--- src/rtl/ifu_pkg.sv ---
// Shared definitions for the instruction fetch unit: FSM states, instruction field
// positions and the default sequential PC step.
package ifu_pkg;

  typedef enum logic [1:0] {
    IDLE  = 2'd0,
    FETCH = 2'd1,
    EXEC  = 2'd2
  } ifu_state_t;

  localparam int INSTR_WIDTH     = 32;
  localparam int OPCODE_MSB      = 31;
  localparam int OPCODE_LSB      = 24;
  localparam int OFFSET_MSB      = 23;
  localparam int OFFSET_LSB      = 16;
  localparam int OFFSET_W        = OFFSET_MSB - OFFSET_LSB + 1;
  localparam int DEFAULT_PC_STEP = 4;

endpackage

--- src/rtl/pc_next_calc.sv ---
// Combinational next-PC selection: jump > beq > bne, all arithmetic modulo 2^32.
// The bne path is only honoured when IFU_BNE_EN is defined.
module pc_next_calc
  import ifu_pkg::*;
#(
  parameter int PC_STEP = DEFAULT_PC_STEP
) (
  input  logic [INSTR_WIDTH-1:0] pc,
  input  logic [OFFSET_W-1:0]    offset,
  input  logic                   jump,
  input  logic                   beq,
  input  logic                   bne,
  input  logic                   zero,
  output logic [INSTR_WIDTH-1:0] next_pc
);

  // Word offset: sign-extend the byte field, then scale to bytes.
  function automatic logic signed [INSTR_WIDTH-1:0] word_offset(input logic [OFFSET_W-1:0] off);
    logic signed [INSTR_WIDTH-1:0] ext;
    ext = {{(INSTR_WIDTH-OFFSET_W-2){off[OFFSET_W-1]}}, off, 2'b00};
    return ext;
  endfunction

  logic [INSTR_WIDTH-1:0]        step;
  logic [INSTR_WIDTH-1:0]        seq_pc;
  logic signed [INSTR_WIDTH-1:0] off_ext;
  logic [INSTR_WIDTH-1:0]        target;
  logic                          bne_taken;

  assign step    = INSTR_WIDTH'(PC_STEP);
  assign seq_pc  = pc + step;
  assign off_ext = word_offset(offset);
  assign target  = seq_pc + $unsigned(off_ext);

`ifdef IFU_BNE_EN
  assign bne_taken = bne & ~zero;
`else
  logic bne_unused;
  assign bne_unused = bne;
  assign bne_taken  = 1'b0;
`endif

  always_comb begin
    next_pc = seq_pc;
    if (jump)
      next_pc = target;
    else if (beq)
      next_pc = zero ? target : seq_pc;
    else if (bne_taken)
      next_pc = target;
  end

endmodule

--- src/rtl/instruction_fetch_unit.sv ---
// Instruction fetch unit: IDLE -> FETCH (wait out IMEM_BUSYWAIT) -> EXEC -> FETCH.
// Optional macro IFU_BNE_EN enables the bne branch path in pc_next_calc.
module instruction_fetch_unit
  import ifu_pkg::*;
#(
  parameter logic [31:0] RESET_VECTOR = 32'h0000_0000,
  parameter int          PC_STEP      = DEFAULT_PC_STEP
) (
  input  logic        CLK,
  input  logic        RESET,
  input  logic        BRANCHENABLE,
  input  logic        JUMPENABLE,
  input  logic        BRANCH_NOTEQUAL,
  input  logic        ZERO,
  input  logic [31:0] IMEM_READDATA,
  input  logic        IMEM_BUSYWAIT,
  output logic        IMEM_READ,
  output logic [31:0] IMEM_ADDRESS,
  output logic [31:0] PC,
  output logic [31:0] INSTRUCTION,
  output logic        INSTR_VALID
);

  ifu_state_t             state;
  logic [INSTR_WIDTH-1:0] pc_p0;
  logic                   read_p0;
  logic [INSTR_WIDTH-1:0] instr_p1;
  logic                   vld_p1;
  logic [INSTR_WIDTH-1:0] next_pc;

  // Enables and ZERO reach the calculator every cycle but only EXEC consumes next_pc.
  pc_next_calc #(
    .PC_STEP (PC_STEP)
  ) u_pc_next_calc (
    .pc      (pc_p0),
    .offset  (instr_p1[OFFSET_MSB:OFFSET_LSB]),
    .jump    (JUMPENABLE),
    .beq     (BRANCHENABLE),
    .bne     (BRANCH_NOTEQUAL),
    .zero    (ZERO),
    .next_pc (next_pc)
  );

  always_ff @(posedge CLK or posedge RESET) begin
    if (RESET) begin
      state    <= IDLE;
      pc_p0    <= RESET_VECTOR;
      read_p0  <= 1'b0;
      instr_p1 <= '0;
      vld_p1   <= 1'b0;
    end else begin
      case (state)
        IDLE: begin
          state   <= FETCH;
          read_p0 <= 1'b1;
          vld_p1  <= 1'b0;
        end
        // p0 -> p1: capture the word once memory is ready
        FETCH: begin
          if (!IMEM_BUSYWAIT) begin
            instr_p1 <= IMEM_READDATA;
            vld_p1   <= 1'b1;
            read_p0  <= 1'b0;
            state    <= EXEC;
          end
        end
        // p1 -> p0: commit the next PC and start the following fetch
        EXEC: begin
          pc_p0   <= next_pc;
          vld_p1  <= 1'b0;
          read_p0 <= 1'b1;
          state   <= FETCH;
        end
        default: begin
          state   <= IDLE;
          read_p0 <= 1'b0;
          vld_p1  <= 1'b0;
        end
      endcase
    end
  end

  assign IMEM_READ    = read_p0;
  assign IMEM_ADDRESS = pc_p0;
  assign PC           = pc_p0;
  assign INSTRUCTION  = instr_p1;
  assign INSTR_VALID  = vld_p1;

endmodule

--- config.mk ---
export PLATFORM = sky130hd
export DESIGN_NAME = instruction_fetch_unit
export DESIGN_NICKNAME = d
export VERILOG_FILES = /design/src/rtl/ifu_pkg.sv /design/src/rtl/pc_next_calc.sv /design/src/rtl/instruction_fetch_unit.sv
export SDC_FILE = /design/constraint.sdc
export NUM_CORES = 1
export LEC_CHECK = 0
export BUFFER_PORTS_ARGS = -buffer_cell sky130_fd_sc_hd__buf_2
export CORE_ASPECT_RATIO = 0.6
export CORE_MARGIN = 2
export CORE_UTILIZATION = 40
export CTS_CLUSTER_DIAMETER = 120
export CTS_CLUSTER_SIZE = 24
export DETAILED_ROUTE_END_ITERATION = 16
export PLACE_DENSITY = 0.75
export SYNTH_ARGS = -nofsm -noshare
export SYNTH_HDL_FRONTEND = slang
export SYNTH_HIERARCHICAL = 1
export SYNTH_SLANG_ARGS = --single-unit
--- constraint.sdc ---
create_clock -name CLK -period 9.5 [get_ports CLK]
set_input_delay 0.95 -clock CLK [delete_from_list [all_inputs] [get_ports CLK]]
set_output_delay 0.95 -clock CLK [all_outputs]
set_load 0.03 [all_outputs]
-- Yosys cells after proc, flatten, opt, wreduce, memory -nomap -nowiden
Cells that the tools add are included.
- $add $sub $neg: 2
- equality and inequality tests: 3
- multiplexer cells: 9
- bitwise operators: 1
- reduce and logical (&&, ||, !) cells: 3
- operators with widths (operator ; number):
    two-way mux 32 bit ; 3
    adder 32 x 3 -> 32 bit (second input constant) ; 1
    adder 32 bit ; 1
    one-hot mux 2 bit (2 select lines) ; 1
    two-way mux 1 bit ; 3
    == test 2 x 1 -> 1 bit (second input constant) ; 1
    == test 2 bit (second input constant) ; 1
    logical NOT 2 bit ; 1
    two-way mux 2 bit ; 1
    inequality test 2 bit (second input constant) ; 1
    one-hot mux 1 bit (2 select lines) ; 1
    AND reduction 2 bit ; 1
    OR reduction 2 bit ; 1
    NOT 1 bit ; 1
- flip-flop bits (word level): 68
- input port bits: 39
- output and inout port bits: 98
- word-level logic and storage cells: 23

-- Depth between registers and ports, before layout
Gate-level depths: netlist of the first run.
- depth after elaboration: 5
- depth in mapped cells: 17
- gate-level depth less buffers: 16

-- Cells and area by module
The synthesis of the first run kept the hierarchy.
- by module, submodules not included (module ; times used ; cells an instance ; area each (um2) ; seq. area each (um2)):
    instruction_fetch_unit ; 1 ; 180 ; 2807.7 ; 1701.6
    pc_next_calc ; 1 ; 382 ; 2528.7 ; 0.0

-- Worst setup path after synthesis of the first run
No wires, ideal clock.
- path kind: register to register
- start: register pc_p0[4] (netlist: IMEM_ADDRESS[4])
- end: register pc_p0[31] (netlist: IMEM_ADDRESS[31])
- arrival: 4.016 ns
- data required time: 9.434 ns
- setup slack: 5.418 ns
- cell stages (with the launch flop): 16
- path buffers: 0
- period minus slack after synthesis: 4.082 ns
- cells stage by stage: dfrtp_1 nand4_1 nor4b_2 nand3_1 nor2_1 xor2_1 ha_1 a21oi_1 o21ai_0 nor4_1 o41ai_1 a21oi_1 and3_1 or4_1 a311oi_1 mux2_2
- word-level cells in the longest chain between the ends: 5
- ends and longest elaborated chain (item ; line ; source):
    from (decl) ; instruction_fetch_unit.sv:25 ; logic [INSTR_WIDTH-1:0] pc_p0;
    from (signal assigned) ; instruction_fetch_unit.sv:69 ; pc_p0 <= next_pc;
    adder 32 x 3 -> 32 bit * ; pc_next_calc.sv:31 ; assign seq_pc = pc + step;
    adder 32 bit ; pc_next_calc.sv:33 ; assign target = seq_pc + $unsigned(off_ext);
    two-way mux 32 bit ; pc_next_calc.sv:48 ; next_pc = zero ? target : seq_pc;
    two-way mux 32 bit ; pc_next_calc.sv:47 ; else if (beq)
    two-way mux 32 bit * ; pc_next_calc.sv:45 ; if (jump)
    net next_pc[31] ; instruction_fetch_unit.sv:29 ; logic [INSTR_WIDTH-1:0] next_pc;
Mark *: on every way through the listed nets, which the timed path passes. The rest lies on a longest branch.
A chain may end at the register's enable or synchronous reset.

-- Worst setup path in the final report of the first run
- start: register pc_p0[2] (netlist: IMEM_ADDRESS[2])
- end: register pc_p0[31] (netlist: IMEM_ADDRESS[31])
Same word-level chain as after synthesis.

==> results.ini, run 1 <==
[clocking]
clkLatencyLatePin_ps=330
ctsHoldBuffers=0
clkSinkCount=68
cts-root-buf=clkbuf_16
tritoncts=built
post_cts_resized=0
cts_buffers=9
htreeDepth=3
clkTransAtPathRegs_ps=60
postCtsSetupRepairBufs=0
clk_path_buf_depth=2

[critical_path]
cp.required_ps=9780
crit_path_end_kind=flip-flop
crit_slowest_cell=dfrtp_1
r2r_slack_ps=4690
worstReg2RegEnd=IMEM_ADDRESS[31]$_DFFE_PP0N_
cp.arrival_ps=5080
crit_chain=ha_1 > nand3_1 > nor2_1 > nand4_1 > nor4_1 > xor2_1 > ha_1 > a21oi_1 > o21ai_0 > nor4_1 > o41ai_1 > a21oi_1 > and3_1 > or4_1 > a311oi_1 > mux2_2
cp-endpoint=IMEM_ADDRESS[31]$_DFFE_PP0N_
startpoint=IMEM_ADDRESS[2]$_DFFE_PP0N_
crit_cells=16
crit_family=simple AND/OR/NAND/NOR gates
r2r_start=IMEM_ADDRESS[2]$_DFFE_PP0N_
cp_num_buf_inv=0
cp_max_fo=9
slowest_delay_ps=560
crit_path_start_kind=flip-flop
r2r_cells=16
criticalPathCategory=reg2reg

[sta]
fin_setup_tns_ps=0
fin_skew_ps=8.07
tightest_slew_ps=1000
period_minus_slack_ps=4810
rsz0062_at_grt=no
finalMaxSlewViolations=0
relSlewSlack=0.328
hold_viol=0
timing.fmax_mhz=208
period_share=0.506
finalSetupViolations=0

[synth]
yosys.area.top_type=dfrtp_1
synthCells=562
synth_most_common_cell=dfrtp_1
synthTopCellsByCount=dfrtp_1, mux2_2, a21oi_1, nand2_1, nor2_1
ys_warn_count=6
ys_ff_latch=68
yosysTopAreaCellShare=0.319
async_flop_share=1.00
ys_seq_area_frac=0.319
synth_compound_area_frac=0.140
syn-cell-area_um2=5340
synthSimpleGateAreaFrac=0.157
synthXorXnorAreaFrac=0.0788
synth_ff_type=dfrtp_1
synth_area_per_cell_um2=9.50
synthesis.nets=639
synth_edf_count=0
synth_adder_area_share=0.0905
muxShareOfSynthArea=0.138
synth_area_leaders=dfrtp_1, mux2_2, ha_1
synth.distinct_cells=61
synth_top_family_by_area=simple AND/OR/NAND/NOR gates

[global_route]
grt.busiest_layer=met1
grt_max_degree=69
grtUsageTotal=0.190
grt_pass1_vias=4281
met1_usage=0.289
antenna_found_initial=0
use_met3=0.0422
met2_usage=0.270
overflow=0
grt_pass1_wl_mm=22.0

[drt]
vias_per_cell=5.43
drt_iter0_drc=417
wl_mm=13.3
drcViolationCount=0
avgRoutedWirePerCell_um=15.9
firstDrtPassIters=5
ant_nets=0
vias=4561

[finish]
diodes=0
nets=742
drive_gt1_frac=0.346
synthToLayoutAreaGrowth_pct=16.6
fillCellCount=1218

[floorplan]
rows=32
pin_count=137
core-area_um2=12900
die_area_um2=14300
die_x_um=153
dieHeight_um=93.5
start_util=0.413

[hold_path]
hold_path_class=reg2reg

[job]
drv_cap=0

[placement]
hpwl_mm=9.75
numPortBuffers=135
gp_congestion=0.937

[status]
status=finished, final reports clean

[layout make-up]
type	instances	area, um^2	area share
multi-input combinational	433	3230	0.520
sequential	68	1700	0.273
tap	170	213	0.0342
clock buffer	9	225	0.0362
clock inverter	7	82.6	0.0133
timing repair buffer	141	721	0.116
inverter	12	45.0	0.00724
[layout by cell type (no fill, tap or decap), types with 4 or more instances in the layout]
cell type and instances:
o31ai_1 5, a21o_1 14, xnor2_1 32, buf_2 135
a31oi_1 4, nor2_1 41, mux2_2 61, o21ai_0 22
and3_1 8, nor3_1 7, dfrtp_1 68, clkbuf_16 9
buf_4 6, nand3_1 21, xor2_1 16, and4_1 5
nand2b_1 7, nand2_1 42, a21oi_1 44, inv_1 11
nand4_1 14, ha_1 37
[flip-flops by register name, indices dropped and copies added (netlist names)]
signal	cells
INSTRUCTION	32
IMEM_READ	1
state	2
IMEM_ADDRESS	32
INSTR_VALID	1
[routing by layer]
metal  wire (um)  up-vias
met4         150        0
met5           0        -
met3        1120       12
met1        6770     2146
li1            -     2209
met2        5270      194
[logic make-up after synthesis]
group                    Yosys count
AO/OA/AOI/OAI                    117
adder cells (fa/ha/maj)           38
multiplexers                      65
flip-flops                        68
XOR/XNOR                          48
buffers and inverters             61
AND/OR/NAND/NOR                  165
[how the worst min path moves through the flow]
| stage | slack [ps] | end | cells after the start | start |
|---|---|---|---|---|
| floorplan | 450 | IMEM_READ$_DFFE_PP0P_ | 1 | state[0]$_DFFE_PP0P_ |
| global placement | 470 | INSTRUCTION[14]$_DFFE_PP0P_ | 1 | INSTRUCTION[14]$_DFFE_PP0P_ |
| detailed placement | 480 | INSTRUCTION[14]$_DFFE_PP0P_ | 1 | INSTRUCTION[14]$_DFFE_PP0P_ |
| CTS | 490 | INSTRUCTION[14]$_DFFE_PP0P_ | 1 | INSTRUCTION[14]$_DFFE_PP0P_ |
| global route | 510 | INSTRUCTION[7]$_DFFE_PP0P_ | 1 | INSTRUCTION[7]$_DFFE_PP0P_ |
| finish | 490 | INSTRUCTION[14]$_DFFE_PP0P_ | 1 | INSTRUCTION[14]$_DFFE_PP0P_ |
[metrics by stage]
step | worst slack (ps) | std cells | utilization | area (um^2) | hold WS (ps)
6_report | 4690 | 840 | 0.481 | 6220 | 489
5_1_grt | 4250 | 840 | 0.481 | 6220 | 513
4_1_cts | 4800 | 840 | 0.481 | 6220 | 488
3_5_place_dp | 4870 | 824 | 0.457 | 5910 | 475
3_3_place_gp | 4820 | 824 | 0.457 | 5910 | 468
2_1_floorplan | 5420 | 562 | - | 5340 | 451
[worst reg2reg max path: cells and delay by family (launching register included)]
kind            cells  cell delay, ps
mux                 1             200
xor+xnor            1             160
flops               1             560
simple gates        7            1740
compound gates      5            1350
fa+ha+maj           2             750
Power of run 1 is not shown: default switching activity piles up to over one toggle a cycle in this logic, so the estimate is an artifact.
==> run 2: changes to the inputs <==
--- a/config.mk
+++ b/config.mk
@@ -12,7 +12,7 @@
 export CTS_CLUSTER_DIAMETER = 120
 export CTS_CLUSTER_SIZE = 24
 export DETAILED_ROUTE_END_ITERATION = 16
-export PLACE_DENSITY = 0.75
+export PLACE_DENSITY = 0.78
 export SYNTH_ARGS = -nofsm -noshare
 export SYNTH_HDL_FRONTEND = slang
 export SYNTH_HIERARCHICAL = 1
==> constraint.sdc (replaced) <==
create_clock -name CLK -period 4 [get_ports CLK]
set_input_delay 0.4 -clock CLK [delete_from_list [all_inputs] [get_ports CLK]]
set_output_delay 0.4 -clock CLK [all_outputs]
set_load 0.03 [all_outputs]
==> results.ini, run 2 (same netlist as run 1, synthesis figures left out) <==
[finish]
utilization=0.529  ; was 0.481
seq_area_um2=1710  ; was 1700 um^2
multi_input_area_um2=3370  ; was 3230 um^2
drive_gt1_frac=0.431  ; was 0.346
layout_commonest_cell=buf_2  ; unchanged
nets=805  ; was 742
fillCellCount=1172  ; was 1,218
diodes=0  ; unchanged
layout_common_cells=buf_2, buf_4, dfrtp_1  ; was buf_2, dfrtp_1, mux2_2
synthToLayoutAreaGrowth_pct=28.2  ; was 16.6%
stdcell_area_um2=6840  ; was 6220 um^2

[power_and_ir_drop]
sw_frac_of_total=0.508
pwr_density_cell_nw_per_um2=1050
power.internal_mw=3.54
power_leakage_nw=3.19
clkPwrFrac=0.118
ir_worst_vdd_mv=0.570
p_switching_mw=3.65
p_seq_frac=0.164
power_mw=7.19
pwr-share-comb=0.718

[placement]
numPortBuffers=135  ; unchanged
hpwl_mm=11.3  ; was 9.75 mm
gp_congestion=0.921  ; was 0.937
dpl-instance-area_um2=6340  ; was 5910 um^2

[critical_path]
cp.arrival_ps=4300  ; was 5080 ps
crit_path_end_kind=flip-flop  ; unchanged
cp.required_ps=4280  ; was 9780 ps
crit_path_start_kind=flip-flop  ; unchanged
criticalPathCategory=reg2reg  ; unchanged
cp_max_fo=4  ; was 9

[sta]
period_share=1.00  ; was 0.506
relSlewSlack=0.382  ; was 0.328
fin_skew_ps=8.46  ; was 8.07 ps
hold_viol=0  ; unchanged
tightest_slew_ps=927  ; was 1000 ps
finalMaxSlewViolations=0  ; unchanged
fin_ws_ps=-11.1  ; was 4690 ps
rsz0062_at_grt=yes  ; was no
finalSetupViolations=1  ; was 0
timing.fmax_mhz=249  ; was 208 MHz
period_minus_slack_ps=4010  ; was 4810 ps

[floorplan]
pin_count=137  ; unchanged
core-area_um2=12900  ; unchanged
die_x_um=153  ; unchanged
dieHeight_um=93.5  ; unchanged
rows=32  ; unchanged
start_util=0.413  ; unchanged
die_area_um2=14300  ; unchanged

[job]
drv_cap=0  ; unchanged

[clocking]
clk_path_buf_depth=2  ; unchanged
clkSinkCount=68  ; unchanged
clkTransAtPathRegs_ps=70  ; was 60 ps
cts-root-buf=clkbuf_16  ; unchanged
clkLatencyLatePin_ps=340  ; was 330 ps
tritoncts=built  ; unchanged
cts_buffers=9  ; unchanged
htreeDepth=3  ; unchanged

[global_route]
overflow=0  ; unchanged
antenna_found_initial=0  ; unchanged
grt_pass1_vias=4601  ; was 4,281
grt_max_degree=43  ; was 69
grt_pass1_wl_mm=24.1  ; was 22.0 mm
grtUsageTotal=0.212  ; was 0.190

[drt]
vias=4909  ; was 4,561
vias_per_cell=5.44  ; was 5.43
wl_mm=15.1  ; was 13.3 mm
avgRoutedWirePerCell_um=16.7  ; was 15.9 um
ant_nets=0  ; unchanged
drcViolationCount=0  ; unchanged
drt_iter0_drc=419  ; was 417
firstDrtPassIters=5  ; unchanged

[status]
failed_checks=setup timing
status=finished with violations  ; was finished, final reports clean

[hold_path]
hold_path_class=in2async  ; was reg2reg

==> run 2: worst paths after layout <==
kind | slack [ps] | depth (start not counted) | end | start
setup / recovery | -10 | 16 | IMEM_ADDRESS[31]$_DFFE_PP0N_ | IMEM_ADDRESS[5]$_DFFE_PP0N_
setup reg to reg | -10 | 16 | IMEM_ADDRESS[31]$_DFFE_PP0N_ | IMEM_ADDRESS[5]$_DFFE_PP0N_
max in group asynchronous | 2830 | 3 | IMEM_ADDRESS[4]$_DFFE_PP0N_ | RESET
hold reg to reg | 500 | 1 | IMEM_READ$_DFFE_PP0P_ | state[0]$_DFFE_PP0P_
hold / removal | 250 | 2 | IMEM_ADDRESS[28]$_DFFE_PP0N_ | RESET
min in group CLK | 290 | 2 | INSTRUCTION[28]$_DFFE_PP0P_ | IMEM_READDATA[28]
==> run 2: critical path, stage by stage (launching register included) <==
cell       delay [ps]
dfrtp_1           370
nand4_1           170
buf_4             190
nor4b_4           300
buf_4             200
nand4_1           130
xnor2_2           190
ha_2              220
a2111oi_4         300
o21ai_1           130
o21a_1            160
or3_4             360
o2111ai_4         240
a21oi_1           110
or4_4             520
a311oi_2          190
mux2_2            180
==> run 2: per-stage QoR <==
step | instances | setup slack [ps] | TNS [ps] | hold WS [ps]
after CTS | 897 | 9.50 | 0 | 275
after floorplan | 562 | 6.27 | 0 | 451
after global placement | 878 | 13.9 | 0 | 468
after global routing | 903 | -200 | -231 | 284
after detailed placement | 878 | -142 | -142 | 490
final | 903 | -11.1 | -11.1 | 250
==> run 2: power by group through the flow <==
stage / sequential, mW / combinational (mW) / clock, mW
after floorplan: 1.76 / 2.97 / 0
after global placement: 1.17 / 4.77 / 0
after detailed placement: 1.19 / 4.85 / 0
after CTS: 1.18 / 4.93 / 0.868
after global routing: 1.22 / 5.56 / 0.900
final: 1.18 / 5.16 / 0.852
==> run 2: cell type report <==
class / count / area share
multi-input cells: 433 / 0.492
flip-flops and latches: 68 / 0.249
repair buffers: 204 / 0.176
clock buffers: 9 / 0.0329
well taps: 170 / 0.0311
clock inverters: 7 / 0.0121
inverters: 12 / 0.00658
==> run 2: timing repair <==
action,4_1_cts,5_1_grt
resized for setup,6,18
buffers inserted,3,6
endpoints found under the setup margin,1,6
pin swaps,7,12
hold buffers,0,0
==> run 2: routing by layer <==
metal | vias up | share of wire | global-route usage
met5 | - | 0 | 0
li1 | 2339 | - | -
met2 | 235 | 0.39 | 0.286
met3 | 18 | 0.11 | 0.0709
met4 | 0 | 0.0096 | 0.0448
met1 | 2317 | 0.48 | 0.321
(Power assumes the default switching activity.)
==> run 3: changes to the inputs <==
--- a/config.mk
+++ b/config.mk
@@ -15,5 +15,4 @@
 export PLACE_DENSITY = 0.78
 export SYNTH_ARGS = -nofsm -noshare
 export SYNTH_HDL_FRONTEND = slang
-export SYNTH_HIERARCHICAL = 1
 export SYNTH_SLANG_ARGS = --single-unit
==> results.ini, run 3 <==
[floorplan]
die_area_um2=13800  ; was 14,300 um^2
rows=31  ; was 32
core-area_um2=12300  ; was 12,900 um^2
dieHeight_um=91.7  ; was 93.5 um
start_util=0.417  ; was 0.413
pin_count=137  ; unchanged
die_x_um=150  ; was 153 um

[finish]
drive_gt1_frac=0.339  ; was 0.431
diodes=0  ; unchanged
layout_common_cells=buf_2, dfrtp_1, a21oi_1  ; was buf_2, buf_4, dfrtp_1
stdcell_area_um2=6220  ; was 6840 um^2
largest_reg_flops=32
layout_commonest_cell=buf_2  ; unchanged
synthToLayoutAreaGrowth_pct=21.3  ; was 28.2%
finalNonFillerCells=867  ; was 903
nets=774  ; was 805

[critical_path]
cp_max_fo=5  ; was 4
cp.required_ps=4210  ; was 4280 ps
cp.arrival_ps=4140  ; was 4300 ps
crit_path_end_kind=flip-flop  ; unchanged
r2r_slack_ps=70  ; was -10 ps
criticalPathCategory=reg2reg  ; unchanged
crit_path_start_kind=flip-flop  ; unchanged
r2r_cells=18  ; was 16

[clocking]
clkLatencyLatePin_ps=330  ; was 340 ps
clkTransAtPathRegs_ps=60  ; was 70 ps
clkSinkCount=64  ; was 68
ctsHoldBuffers=0  ; unchanged
cts_buffers=9  ; unchanged
htreeDepth=3  ; unchanged
tritoncts=built  ; unchanged
clk_path_buf_depth=2  ; unchanged
cts-root-buf=clkbuf_16  ; unchanged

[synth]
async_flop_share=1.00  ; unchanged
synthTopCellsByCount=dfrtp_1, a21oi_1, nor2_1, nand2_1  ; was dfrtp_1, mux2_2, a21oi_1, nand2_1, nor2_1
synth.distinct_cells=58  ; was 61
yosys.area.top_type=dfrtp_1  ; unchanged
synth_area_leaders=dfrtp_1, ha_1, mux2_2  ; was dfrtp_1, mux2_2, ha_1
synth_most_common_cell=dfrtp_1  ; unchanged
syn-cell-area_um2=5130  ; was 5340 um^2
synth_edf_count=0  ; unchanged
ys_ff_latch=64  ; was 68
yosysTopAreaCellShare=0.312  ; was 0.319
ys_seq_area_frac=0.312  ; was 0.319
synth_area_per_cell_um2=8.87  ; was 9.50 um^2
ys_warn_count=0  ; was 6
synthCells=578  ; was 562
synth_ff_type=dfrtp_1  ; unchanged

[power_and_ir_drop]
ir_worst_vdd_mv=0.398  ; was 0.570 mV
pwr_density_cell_nw_per_um2=982  ; was 1050 nW/um^2
power_leakage_nw=2.85  ; was 3.19 nW

[sta]
fin_ws_ps=69.5  ; was -11.1 ps
period_share=0.983  ; was 1.00
relSlewSlack=0.359  ; was 0.382
tightest_slew_ps=959  ; was 927 ps
hold_viol=0  ; unchanged
timing.fmax_mhz=254  ; was 249 MHz
fin_setup_tns_ps=0  ; was -11.1 ps
finalMaxSlewViolations=0  ; unchanged
finalSetupViolations=0  ; was 1
period_minus_slack_ps=3930  ; was 4010 ps
fin_skew_ps=8.99  ; was 8.46 ps
hold_ws_ps=214  ; was 250 ps

[placement]
hpwl_mm=10.2  ; was 11.3 mm
dpl.cell_count=850  ; was 878
gp_congestion=0.937  ; was 0.921
dpl-instance-area_um2=5850  ; was 6340 um^2
numPortBuffers=131  ; was 135
place_ws_ps=138  ; was -142 ps

[global_route]
grtUsageTotal=0.207  ; was 0.212
overflow=0  ; unchanged
grt_pass1_wl_mm=23.0  ; was 24.1 mm
grt_max_degree=50  ; was 43
grt_pass1_vias=4388  ; was 4,601
antenna_found_initial=0  ; unchanged

[job]
drv_cap=0  ; unchanged

[drt]
drt_iter0_drc=289  ; was 419
vias=4721  ; was 4,909
vias_per_cell=5.45  ; was 5.44
drcViolationCount=0  ; unchanged
firstDrtPassIters=5  ; unchanged
ant_nets=0  ; unchanged
avgRoutedWirePerCell_um=16.1  ; was 16.7 um
wl_mm=13.9  ; was 15.1 mm

[status]
status=finished, final reports clean  ; was finished with violations

[hold_path]
hold_path_class=in2async  ; unchanged

==> run 3: cell count changes after synthesis, moves of 9 or more <==
cell,change
a21oi_1,+15
clkbuf_1,+9
mux2_2,-29
o21ai_0,+11
==> run 3: through the flow <==
step	util	total power, mW
2_1_floorplan	-	4.26
3_3_place_gp	0.476	5.06
3_5_place_dp	0.476	5.15
4_1_cts	0.501	6.01
5_1_grt	0.506	6.58
6_report	0.506	6.11
==> run 3: power breakdown <==
group	internal (mW)	switching (mW)	total (mW)	leakage (nW)
registers	0.882	0.306	1.19	0.746
logic	1.59	2.52	4.11	1.96
clock network	0.488	0.323	0.811	0.142
total	2.96	3.14	6.11	2.85
==> run 3: worst paths after layout <==
check,startpoint,end
worst max-delay path,IMEM_ADDRESS[11]$_DFFE_PP0P_,IMEM_ADDRESS[29]$_DFFE_PP0P_
max in group asynchronous,RESET,IMEM_ADDRESS[16]$_DFFE_PP0P_
min in group CLK,IMEM_READDATA[29],INSTRUCTION[29]$_DFFE_PP0P_
worst max register to register,IMEM_ADDRESS[11]$_DFFE_PP0P_,IMEM_ADDRESS[29]$_DFFE_PP0P_
worst min register to register,INSTRUCTION[9]$_DFFE_PP0P_,INSTRUCTION[9]$_DFFE_PP0P_
worst min-delay path,RESET,INSTRUCTION[11]$_DFFE_PP0P_
==> run 3: worst max-delay path, cell delays in order (launching register included) <==
cell and delay, ps:
dfrtp_1 350, and4_1 240, and3_2 240, and3_1 180, and2_2 180, nand4_1 210
xnor2_2 310, ha_1 310, inv_1 100, o21bai_1 80, a21oi_1 200, nor3b_2 240
a31oi_2 160, a221oi_2 360, buf_4 180, o21bai_1 60, a21oi_1 190, or4_1 140
nand3_1 70
==> run 3: area by class of cell <==
| class | instances | area, um^2 |
|---|---|---|
| clock inverter | 7 | 80.1 |
| tap | 165 | 206 |
| clock buffer | 9 | 225 |
| fill | 1158 | 6080 |
| multi-input combinational | 451 | 3200 |
| timing repair buffer | 159 | 866 |
| sequential | 64 | 1600 |
| inverter | 12 | 45.0 |
==> run 3: logic make-up after synthesis <==
group                    Yosys count  share of synthesized area
multiplexers                      34                     0.0742
other                              1                   0.000731
AND/OR/NAND/NOR                  176                      0.181
flip-flops                        64                      0.312
AO/OA/AOI/OAI                    150                      0.173
XOR/XNOR                          49                     0.0837
buffers and inverters             66                     0.0805
adder cells (fa/ha/maj)           38                     0.0942
==> run 3: per-layer routing <==
layer,track usage,up-vias,share of wire
li1,-,2295,-
met1,0.316,2221,0.50
met2,0.288,197,0.41
met3,0.0597,8,0.085
met4,0.0393,0,0.0057
met5,0,-,0
==> run 3: what timing repair did <==
| action | 4_1_cts | 5_1_grt |
|---|---|---|
| setup buffers | 0 | 1 |
| setup endpoints to repair | 0 | 5 |
| hold endpoints to repair | 0 | 0 |
| resized for setup | 0 | 11 |
